`config.mk`:
```
export PLATFORM = sky130hd
export DESIGN_NAME = ext_pipe_flat
export DESIGN_NICKNAME = d
export VERILOG_FILES = /design/src/rtl/ext_pipe_if.sv /design/src/rtl/ext_pipe.sv /design/src/flat_wrapper.sv
export SDC_FILE = /design/constraint.sdc
export NUM_CORES = 1
export LEC_CHECK = 0
export ABC_AREA = 1
export CORE_AREA = 2 2 103 95
export CTS_BUF_LIST = sky130_fd_sc_hd__clkbuf_16
export CTS_CLUSTER_DIAMETER = 150
export DETAILED_ROUTE_END_ITERATION = 16
export DIE_AREA = 0 0 105 97
export GPL_TIMING_DRIVEN = 0
export PLACE_DENSITY_LB_ADDON = 0.05
export SLEW_MARGIN = 20
export SYNTH_ARGS = -nofsm -noshare
export SYNTH_HDL_FRONTEND = slang
export SYNTH_SLANG_ARGS = --single-unit
export TNS_END_PERCENT = 100
```
`constraint.sdc`:
```
create_clock -name clk -period 5.3 [get_ports clk]
set_input_delay 1.325 -clock clk [delete_from_list [all_inputs] [get_ports clk]]
set_output_delay 1.325 -clock clk [all_outputs]
set_load 0.02 [all_outputs]
```
`src/rtl/ext_pipe_if.sv`:
```
// Handshake bundle for ext_pipe: request side (op/imm) and result side (ext/err).
interface ext_pipe_if #(
  parameter int IMM_W  = 16,
  parameter int DATA_W = 32
);
  logic              in_valid;
  logic              in_ready;
  logic [2:0]        in_op;
  logic [IMM_W-1:0]  in_imm;
  logic              out_valid;
  logic              out_ready;
  logic [DATA_W-1:0] out_ext;
  logic              out_err;

  modport master (
    output in_valid, in_op, in_imm, out_ready,
    input  in_ready, out_valid, out_ext, out_err
  );

  modport slave (
    input  in_valid, in_op, in_imm, out_ready,
    output in_ready, out_valid, out_ext, out_err
  );
endinterface

```
`src/rtl/ext_pipe.sv`:
```
// Buffered immediate extender: computes the extension on accept and queues
// results in a 2-entry FIFO so the producer can run ahead of a stalled consumer.
module ext_pipe #(
  parameter int          IMM_W     = 16,
  parameter int          DATA_W    = 32,
  parameter logic [31:0] DEBUG_VAL = 32'hDEAD_BEEF,
  parameter int          ERR_W     = 8
) (
  input  logic             clk,
  input  logic             reset,
  input  logic             flush,
  ext_pipe_if.slave        bus,
  output logic [ERR_W-1:0] err_cnt
);

  typedef enum logic [2:0] {
    OP_ZERO   = 3'd0,
    OP_SIGN   = 3'd1,
    OP_LUI    = 3'd2,
    OP_CLEAR  = 3'd3,
    OP_BRANCH = 3'd4,
    OP_JUMP   = 3'd5,
    OP_RSV6   = 3'd6,
    OP_RSV7   = 3'd7
  } op_e;

  typedef struct packed {
    logic              err;
    logic [DATA_W-1:0] ext;
  } entry_t;

  localparam logic [DATA_W-1:0] DEBUG_EXT = DATA_W'(DEBUG_VAL);

  entry_t            mem [2];
  entry_t            new_entry;
  entry_t            head;
  logic [1:0]        count;
  logic              wr_ptr;
  logic              rd_ptr;
  logic              accept;
  logic              pop;
  logic [DATA_W-1:0] zext;
  logic [DATA_W-1:0] sext;

  assign zext = {{(DATA_W-IMM_W){1'b0}}, bus.in_imm};
  assign sext = {{(DATA_W-IMM_W){bus.in_imm[IMM_W-1]}}, bus.in_imm};

  always_comb begin
    new_entry = '0;
    case (op_e'(bus.in_op))
      OP_ZERO:   new_entry.ext = zext;
      OP_SIGN:   new_entry.ext = sext;
      OP_LUI:    new_entry.ext = {bus.in_imm, {(DATA_W-IMM_W){1'b0}}};
      OP_CLEAR:  new_entry.ext = DEBUG_EXT;
      OP_BRANCH: new_entry.ext = {sext[DATA_W-3:0], 2'b00};
      OP_JUMP:   new_entry.ext = {zext[DATA_W-3:0], 2'b00};
      default: begin
        new_entry.ext = DEBUG_EXT;
        new_entry.err = 1'b1;
      end
    endcase
  end

  // in_ready comes only from the registered count, so a full buffer never
  // accepts in the same cycle it pops.
  assign bus.in_ready  = ~count[1];
  assign bus.out_valid = (count != 2'd0);
  assign accept        = bus.in_valid & bus.in_ready;
  assign pop           = bus.out_valid & bus.out_ready;

  assign head        = mem[rd_ptr];
  assign bus.out_ext = bus.out_valid ? head.ext : '0;
  assign bus.out_err = bus.out_valid & head.err;

  // Storage needs no reset: an empty FIFO masks whatever the entries hold.
  always_ff @(posedge clk) begin
    if (accept) begin
      mem[wr_ptr] <= new_entry;
    end
  end

  always_ff @(posedge clk) begin
    if (reset) begin
      count   <= 2'd0;
      wr_ptr  <= 1'b0;
      rd_ptr  <= 1'b0;
      err_cnt <= '0;
    end else if (flush) begin
      count  <= 2'd0;
      wr_ptr <= 1'b0;
      rd_ptr <= 1'b0;
    end else begin
      if (accept) begin
        wr_ptr <= ~wr_ptr;
        if (new_entry.err && (err_cnt != '1)) begin
          err_cnt <= err_cnt + 1'b1;
        end
      end
      if (pop) begin
        rd_ptr <= ~rd_ptr;
      end
      case ({accept, pop})
        2'b10:   count <= count + 2'd1;
        2'b01:   count <= count - 2'd1;
        default: count <= count;
      endcase
    end
  end

endmodule

```
`src/flat_wrapper.sv`:
```
// flat-port wrapper written by rule: the top's interface ports become plain ports
module ext_pipe_flat 
#(
  parameter int          IMM_W     = 16,
  parameter int          DATA_W    = 32,
  parameter logic [31:0] DEBUG_VAL = 32'hDEAD_BEEF,
  parameter int          ERR_W     = 8
)
  (clk, reset, flush, err_cnt, bus_in_valid, bus_in_op, bus_in_imm, bus_out_ready, bus_in_ready, bus_out_valid, bus_out_ext, bus_out_err);
  ext_pipe_if #(.IMM_W(IMM_W), .DATA_W(DATA_W)) bus_i ();
  input  logic clk;
  input  logic reset;
  input  logic flush;
  output logic [ERR_W-1:0] err_cnt;
  input wire logic [$bits(bus_i.in_valid)-1:0] bus_in_valid;
  input wire logic [$bits(bus_i.in_op)-1:0] bus_in_op;
  input wire logic [$bits(bus_i.in_imm)-1:0] bus_in_imm;
  input wire logic [$bits(bus_i.out_ready)-1:0] bus_out_ready;
  output wire logic [$bits(bus_i.in_ready)-1:0] bus_in_ready;
  output wire logic [$bits(bus_i.out_valid)-1:0] bus_out_valid;
  output wire logic [$bits(bus_i.out_ext)-1:0] bus_out_ext;
  output wire logic [$bits(bus_i.out_err)-1:0] bus_out_err;
  assign bus_i.in_valid = bus_in_valid;
  assign bus_i.in_op = bus_in_op;
  assign bus_i.in_imm = bus_in_imm;
  assign bus_i.out_ready = bus_out_ready;
  assign bus_in_ready = bus_i.in_ready;
  assign bus_out_valid = bus_i.out_valid;
  assign bus_out_ext = bus_i.out_ext;
  assign bus_out_err = bus_i.out_err;
  ext_pipe #(.IMM_W(IMM_W), .DATA_W(DATA_W), .DEBUG_VAL(DEBUG_VAL), .ERR_W(ERR_W)) u_core (.clk(clk), .reset(reset), .flush(flush), .bus(bus_i), .err_cnt(err_cnt));
endmodule
```
### Yosys cells after proc, flatten, opt, wreduce, memory -nomap -nowiden

Memories as Yosys holds them, arrays and structs flattened. A register that Yosys moved wholly into a read port is not among the register bits.
Cells that the tools add are included.

* memories: 1
* bits in registers: 12
* memory bits (writable): 66
* word-level logic and storage cells: 38

* eq/ne operators: 8
* multiplexer cells: 8
* bitwise operators: 7
* add/sub/neg operators: 3
* reductions and logical operators: 7

Memories
* u_core.mem: depth 2, width 33, read ports 1, clocked after Yosys merged registers in 1, write ports 1, line ext_pipe.sv:34 `entry_t mem [2];`

Operators by type and width (number)
* $pmux 32 s5: 1
* $mux 32: 1
* $add 8x1->8 const B: 1
* $ne 8x8->1 const B: 1
* $eq 3x2->1 const B: 2
* $eq 3x3->1 const B: 2
* $reduce_or 6->1: 1
* $mux 1: 5
* $not 1->1: 4
* $pmux 2 s2: 1
* $reduce_bool 2->1: 2
* $and 1x1->1: 3
* $eq 3x1->1 const B: 1
* $logic_not 3->1: 1
* $reduce_and 3->1: 1
* $add 2x1->2 const B: 1
* $eq 2x1->1 const B: 1
* $eq 2x2->1 const B: 1
* $reduce_or 2->1: 1
* $sub 2x1->2 const B: 1
* $logic_and 1x1->1: 1

### Longest topological paths before layout

Gate-level depths: netlist of the first run.

* depth after elaboration: 5
* gate-level depth with buffers: 9

### Worst setup path after synthesis of the first run

OpenSTA, ideal clock, no wires.

* kind: input-to-reg
* from: input port bus_in_valid
* to: memory u_core.mem[1][0] (netlist name) (enable)
* arrival: 2858 ps
* path slack: 2017 ps
* required time: 4875 ps
* stages on the path: 2
* cells stage by stage: nand2_2 > nor2_1

* cells in the longest elaborated chain, start to end: 3

RTL lines
* start: declaration: line flat_wrapper.sv:15 `input wire logic [$bits(bus_i.in_valid)-1:0] bus_in_valid;`
* $and 1x1->1: line ext_pipe.sv:68 `assign accept = bus.in_valid & bus.in_ready;`
* $mux 1: line ext_pipe.sv:77 `if (accept) begin`
* $mux 1 (implied by the code): line ext_pipe.sv:78 `mem[wr_ptr] <= new_entry;`
* end: declaration: line ext_pipe.sv:34

No other way between the ends.

==> reports/results.ini, run 1 <==
[global_route]
grt_pass1_wl_mm = 14.1
grt_pass1_vias = 2759
grt_util_all_layers = 0.180
grt_overflow = 0
grt_max_degree = 22
antenna_found_initial = 0

[power]
p_leak_nw = 1.82
pwr-share-clk = 0.428
power_density_nw_per_um2 = 331
p_comb_frac = 0.118
ir_drop_mv = 0.162
p_int_w = 0.00124
swShare = 0.219
power_switching_w = 0.000347
seqPwrFrac = 0.454

[worst_setup_path]
crit_chain = buf_2 -> clkbuf_1 -> nand2_1 -> a21oi_1 -> clkdlybuf4s50_1
crit_path_top_delay_cell = clkdlybuf4s50_1
required_ps = 3970
crit_arrival_ps = 2180
max_stage_delay_ps = 630
crit_type = reg -> out
critical_path.max_fanout = 10
endpoint_kind = output port
worstSetupStartpointType = flop

[yosys]
syn_nets = 387
ys_seq_elements = 79
synth_ff_type = edfxtp_1
syn_area_um2 = 3590
syn_area_per_cell_um2 = 9.94
ys.warnings.count = 0
yosysSeqAreaShare = 0.625
synthDistinctLibCells = 35
async_flop_share = 0
synth-edff-count = 66
syn_inst = 361

[cts]
cts.clk_slew.worst_paths_ps = 60
postCtsHoldBufs = 0
htree_levels = 3
post_cts_resized = 0
cts_setup_buffers = 0
clock_latency_ps = 330
root_buffer = clkbuf_16
clock_sinks = 79
cts_tree = yes
clockBufferDepth = 2
cts_buffers = 9

[die]
placementRows = 33
dieArea_um2 = 10200
initial_utilization = 0.399
die_w_um = 105
core_um2 = 9000
ios = 67
dieHeight_um = 97

[final_layout]
num_antenna_cells = 0
final_nets = 465
final_cell_mix = nand2_1, edfxtp_1, clkdlybuf4s50_1, a21oi_1, inv_1
fillCellCount = 852
syn_to_final_growth_pct = 33.6
drive_gt1_frac = 0.0968
final_common_cell = nand2_1

[sta]
hold-worst-slack_ps = 498
slew_violations = 0
setup_viol = 0
min_period_ps = 3510
worstMarginPinSlew_ps = 580
clock_skew_ps = 5.99
rsz0062_at_grt = false
finalSetupTns_ps = 0
fmax_ghz = 0.285
relSlewSlack = 0.614
min_period_over_period = 0.662
finalHoldViolCount = 0

[outcome]
status = completed

[place]
post-dp-hpwl_mm = 6.09
port_buffers = 65
gp_congestion = 0.800

[drt]
wl_mm = 8.57
drc = 0
drt-pass1-iter-count = 4
avgRoutedWirePerCell_um = 15.1
antenna_left = 0
vias_per_cell = 4.81
vias = 2724
drt_iter0_markers = 103

[job]
maxCapViolations = 0

[hold_path]
min_path_type = reg -> reg

## layer usage
layer | GRT usage | wire length, µm | vias to the layer above
met4 | 0.0626 | 82 | 0
met5 | 0 | 0 | -
met3 | 0.0438 | 308 | 6
li1 | - | - | 1388
met1 | 0.248 | 4180 | 1282
met2 | 0.278 | 4000 | 48
## layout make-up
type / instances / area [µm²] / area share
buffer: 14 / 71.3 / 0.0149
clock buffer: 9 / 225 / 0.0470
clock inverter: 7 / 106 / 0.0222
inverter: 38 / 145 / 0.0303
multi-input combinational: 230 / 1140 / 0.239
sequential: 79 / 2240 / 0.468
tap: 122 / 153 / 0.0318
timing repair buffer: 67 / 706 / 0.147
## cells by family after synthesis
family / after synthesis / synth area share
AOI/OAI and AO/OA: 70 / 0.116
adders and majority gates: 2 / 0.00697
and+or+nand+nor: 155 / 0.184
DFF: 79 / 0.625
xor gates and xnor gates: 3 / 0.00732
buffers and inverters: 52 / 0.0603
## synth_stat cells (2+ instances only)
cell	count	area, µm²
a21oi_1	39	195
buf_2	6	30.0
clkbuf_1	6	22.5
dfxtp_1	13	260
edfxtp_1	66	1980
ha_1	2	25.0
inv_1	32	120
inv_2	4	15.0
nand2_1	109	409
nand3_1	8	40.0
nor2_1	22	82.6
nor2_2	5	31.3
nor3_1	3	15.0
o211ai_1	9	67.6
o21ai_0	3	15.0
o21ai_1	7	35.0
o221ai_1	5	43.8
o22ai_1	3	18.8
xor2_1	3	26.3
## through the flow
| step | setup WS [ps] | std cells | power (W) | cell area [µm²] | utilization |
|---|---|---|---|---|---|
| after floorplan | 2020 | 361 | 0.000832 | 3590 | - |
| after global placement | 569 | 548 | 0.000914 | 4390 | 0.488 |
| after detailed placement | 2100 | 550 | 0.000922 | 4460 | 0.496 |
| after CTS | 1720 | 566 | 0.00160 | 4790 | 0.533 |
| after global routing | 1540 | 566 | 0.00165 | 4790 | 0.533 |
| final | 1790 | 566 | 0.00159 | 4790 | 0.533 |
## flip-flops by register name, indices dropped and copies added (netlist names), named ones only
name and flops:
u_core.mem 66, u_core.rd_ptr 1, u_core.err_cnt 8, u_core.wr_ptr 1, u_core.count 2
## path summary, 6_finish.rpt
path,from,endpoint,cells past startpoint,slack (ps)
max reg2reg,u_core.count[0],u_core.count[1],9,3720
max,flop,bus_out_ext[19],5,1790
min reg2reg,u_core.rd_ptr,flop,2,500
min,u_core.rd_ptr,flop,2,500
## worst max-delay path: cells and delay by family, from the launching register on
| kind | cells | cell delay [ps] |
|---|---|---|
| buffers and inverters | 3 | 1260 |
| DFF | 1 | 300 |
| AOI/OAI and AO/OA | 1 | 190 |
| and+or+nand+nor | 1 | 90 |
## power groups by stage
stage | clock [W] | sequential (W) | combinational [W]
finish | 0.000680 | 0.000720 | 0.000187
global route | 0.000720 | 0.000723 | 0.000206
CTS | 0.000695 | 0.000720 | 0.000190
detailed placement | 0 | 0.000733 | 0.000188
global placement | 0 | 0.000734 | 0.000180
floorplan | 0 | 0.000734 | 0.0000987
(Power assumes the default switching activity.)
==> run 2: changes to the inputs <==
clock period = 3.6 ns   (was 5.3 ns; I/O delays follow)
==> results of run 2 <==
The final DEF is identical to that of run 1. Status: completed.
Main changes from that run: setup slack after placement 2100 ps -> 826 ps; setup slack after layout 1790 ps -> 516 ps; register-to-register setup slack 3720 ps -> 2020 ps; total power 0.00159 W -> 0.00234 W; worst IR drop on VDD 0.162 mV -> 0.238 mV
==> run 3: changes to the inputs <==
CTS_BUF_LIST = not set   (was sky130_fd_sc_hd__clkbuf_16)
CTS_CLUSTER_SIZE = 12   (was not set)
==> reports/results.ini, run 3 (same netlist as run 1, synthesis figures left out) <==
[cts]
cts_setup_buffers = 0
post_cts_resized = 0
clockBufferDepth = 2
cts.clk_slew.worst_paths_ps = 70
cts_buffers = 9
htree_levels = 3
postCtsHoldBufs = 0
clock_latency_ps = 340
root_buffer = clkbuf_8
clock_sinks = 79
cts_tree = yes

[sta]
rsz0062_at_grt = false
slew_violations = 0
setup_viol = 0
finalHoldViolCount = 0
clock_skew_ps = 7.59
min_period_ps = 3090
worstMarginPinSlew_ps = 566
relSlewSlack = 0.623
fmax_ghz = 0.323
min_period_over_period = 0.859
postLayoutSetupSlackWorst_ps = 507

[power]
ir_drop_mv = 0.242
p_comb_frac = 0.131
power_density_nw_per_um2 = 448
pwr-share-clk = 0.365
p_int_w = 0.00162
p_leak_nw = 1.76
swShare = 0.230
power_switching_w = 0.000484
seqPwrFrac = 0.504

[global_route]
gr-usage-met1 = 0.248
grt_max_degree = 22
antenna_found_initial = 0
grt_util_met2 = 0.272
globalRouteMet3Util = 0.0337
grt_util_all_layers = 0.177
grt_pass1_wl_mm = 13.9
grt_overflow = 0
grt_pass1_vias = 2725
busiest_layer = met2

[worst_setup_path]
crit_path_top_delay_cell = clkdlybuf4s50_1
crit_type = reg -> out
endpoint_kind = output port
crit_buf_inv = 3
max_stage_delay_ps = 630
worstSetupStartpointType = flop
critical_path.max_fanout = 10
crit_family = buffers and inverters
crit_chain = buf_2 -> clkbuf_1 -> nand2_1 -> a21oi_1 -> clkdlybuf4s50_1
ff2ff_setup_slack_ps = 2010
crit_arrival_ps = 2190
required_ps = 2700

[die]
die_w_um = 105
core_um2 = 9000
dieHeight_um = 97
ios = 67
dieArea_um2 = 10200
initial_utilization = 0.399
placementRows = 33

[final_layout]
layout.cells.non_filler = 566
final_common_cell = nand2_1
fin_util = 0.521
num_antenna_cells = 0
final_nets = 465
largest-register = u_core.mem
syn_to_final_growth_pct = 30.8
final_cell_mix = nand2_1, edfxtp_1, clkdlybuf4s50_1, a21oi_1, inv_1
drive_gt1_frac = 0.0968
fillCellCount = 869
biggestRegsByFlops = u_core.mem (66), u_core.err_cnt (8), u_core.count (2)
largest_reg_flops = 66

[drt]
wl_mm = 8.51
drt-pass1-iter-count = 4
drc = 0
vias_per_cell = 4.78
vias = 2708
avgRoutedWirePerCell_um = 15.0
antenna_left = 0
drt_iter0_markers = 120

[place]
placed_cells = 550
post-dp-hpwl_mm = 6.09
post-place-ws_ps = 826
port_buffers = 65
gp_congestion = 0.800

[job]
maxCapViolations = 0

[hold_path]
min_path_type = reg -> reg

[outcome]
status = completed

-- run 3: cell types whose count changed in the layout (fill, tap and decap cells not counted), sizes merged --
cell,previous run,this run
clkbuf,15,18
inv,40,37
-- run 3: layout make-up --
class,count,area (µm²),share of cell area
clock buffers,12,135,0.0288
flip-flops and latches,79,2240,0.478
repair buffers,67,706,0.150
multi-input cells,230,1140,0.244
clock inverters,4,95.1,0.0203
plain buffers,14,71.3,0.0152
well taps,122,153,0.0325
inverters,38,145,0.0309
-- run 3: final timing paths --
check / from / end / depth (start not counted)
worst max-delay path: flop / bus_out_ext[19] / 5
worst min-delay path: u_core.rd_ptr / flop / 2
worst max register to register: u_core.count[0] / u_core.count[1] / 9
worst min register to register: u_core.rd_ptr / flop / 2
-- run 3: tightest hold or removal path, stage by stage, from the launching register on --
cell and delay (ps):
dfxtp_1 310, nand2_1 80, a21oi_1 60
-- run 3: routing by layer --
layer	wire, µm	up-vias
li1	-	1381
met1	4060	1258
met2	3970	59
met3	370	10
met4	109	0
met5	0	-
-- run 3: metrics by stage --
stage	instance area [µm²]	TNS [ps]	power (W)	hold slack (ps)
finish	4690	0	0.00210	499
floorplan	3590	0	0.00123	461
global placement	4390	-45060	0.00135	471
detailed placement	4460	0	0.00136	479
global route	4690	0	0.00218	534
CTS	4690	0	0.00212	500
-- run 3: power groups by stage --
| stage | logic, W | clock network (W) | registers (W) |
|---|---|---|---|
| after CTS | 0.000279 | 0.000778 | 0.00106 |
| after global routing | 0.000302 | 0.000817 | 0.00106 |
| after floorplan | 0.000145 | 0 | 0.00108 |
| final | 0.000275 | 0.000766 | 0.00106 |
| after global placement | 0.000264 | 0 | 0.00108 |
| after detailed placement | 0.000277 | 0 | 0.00108 |
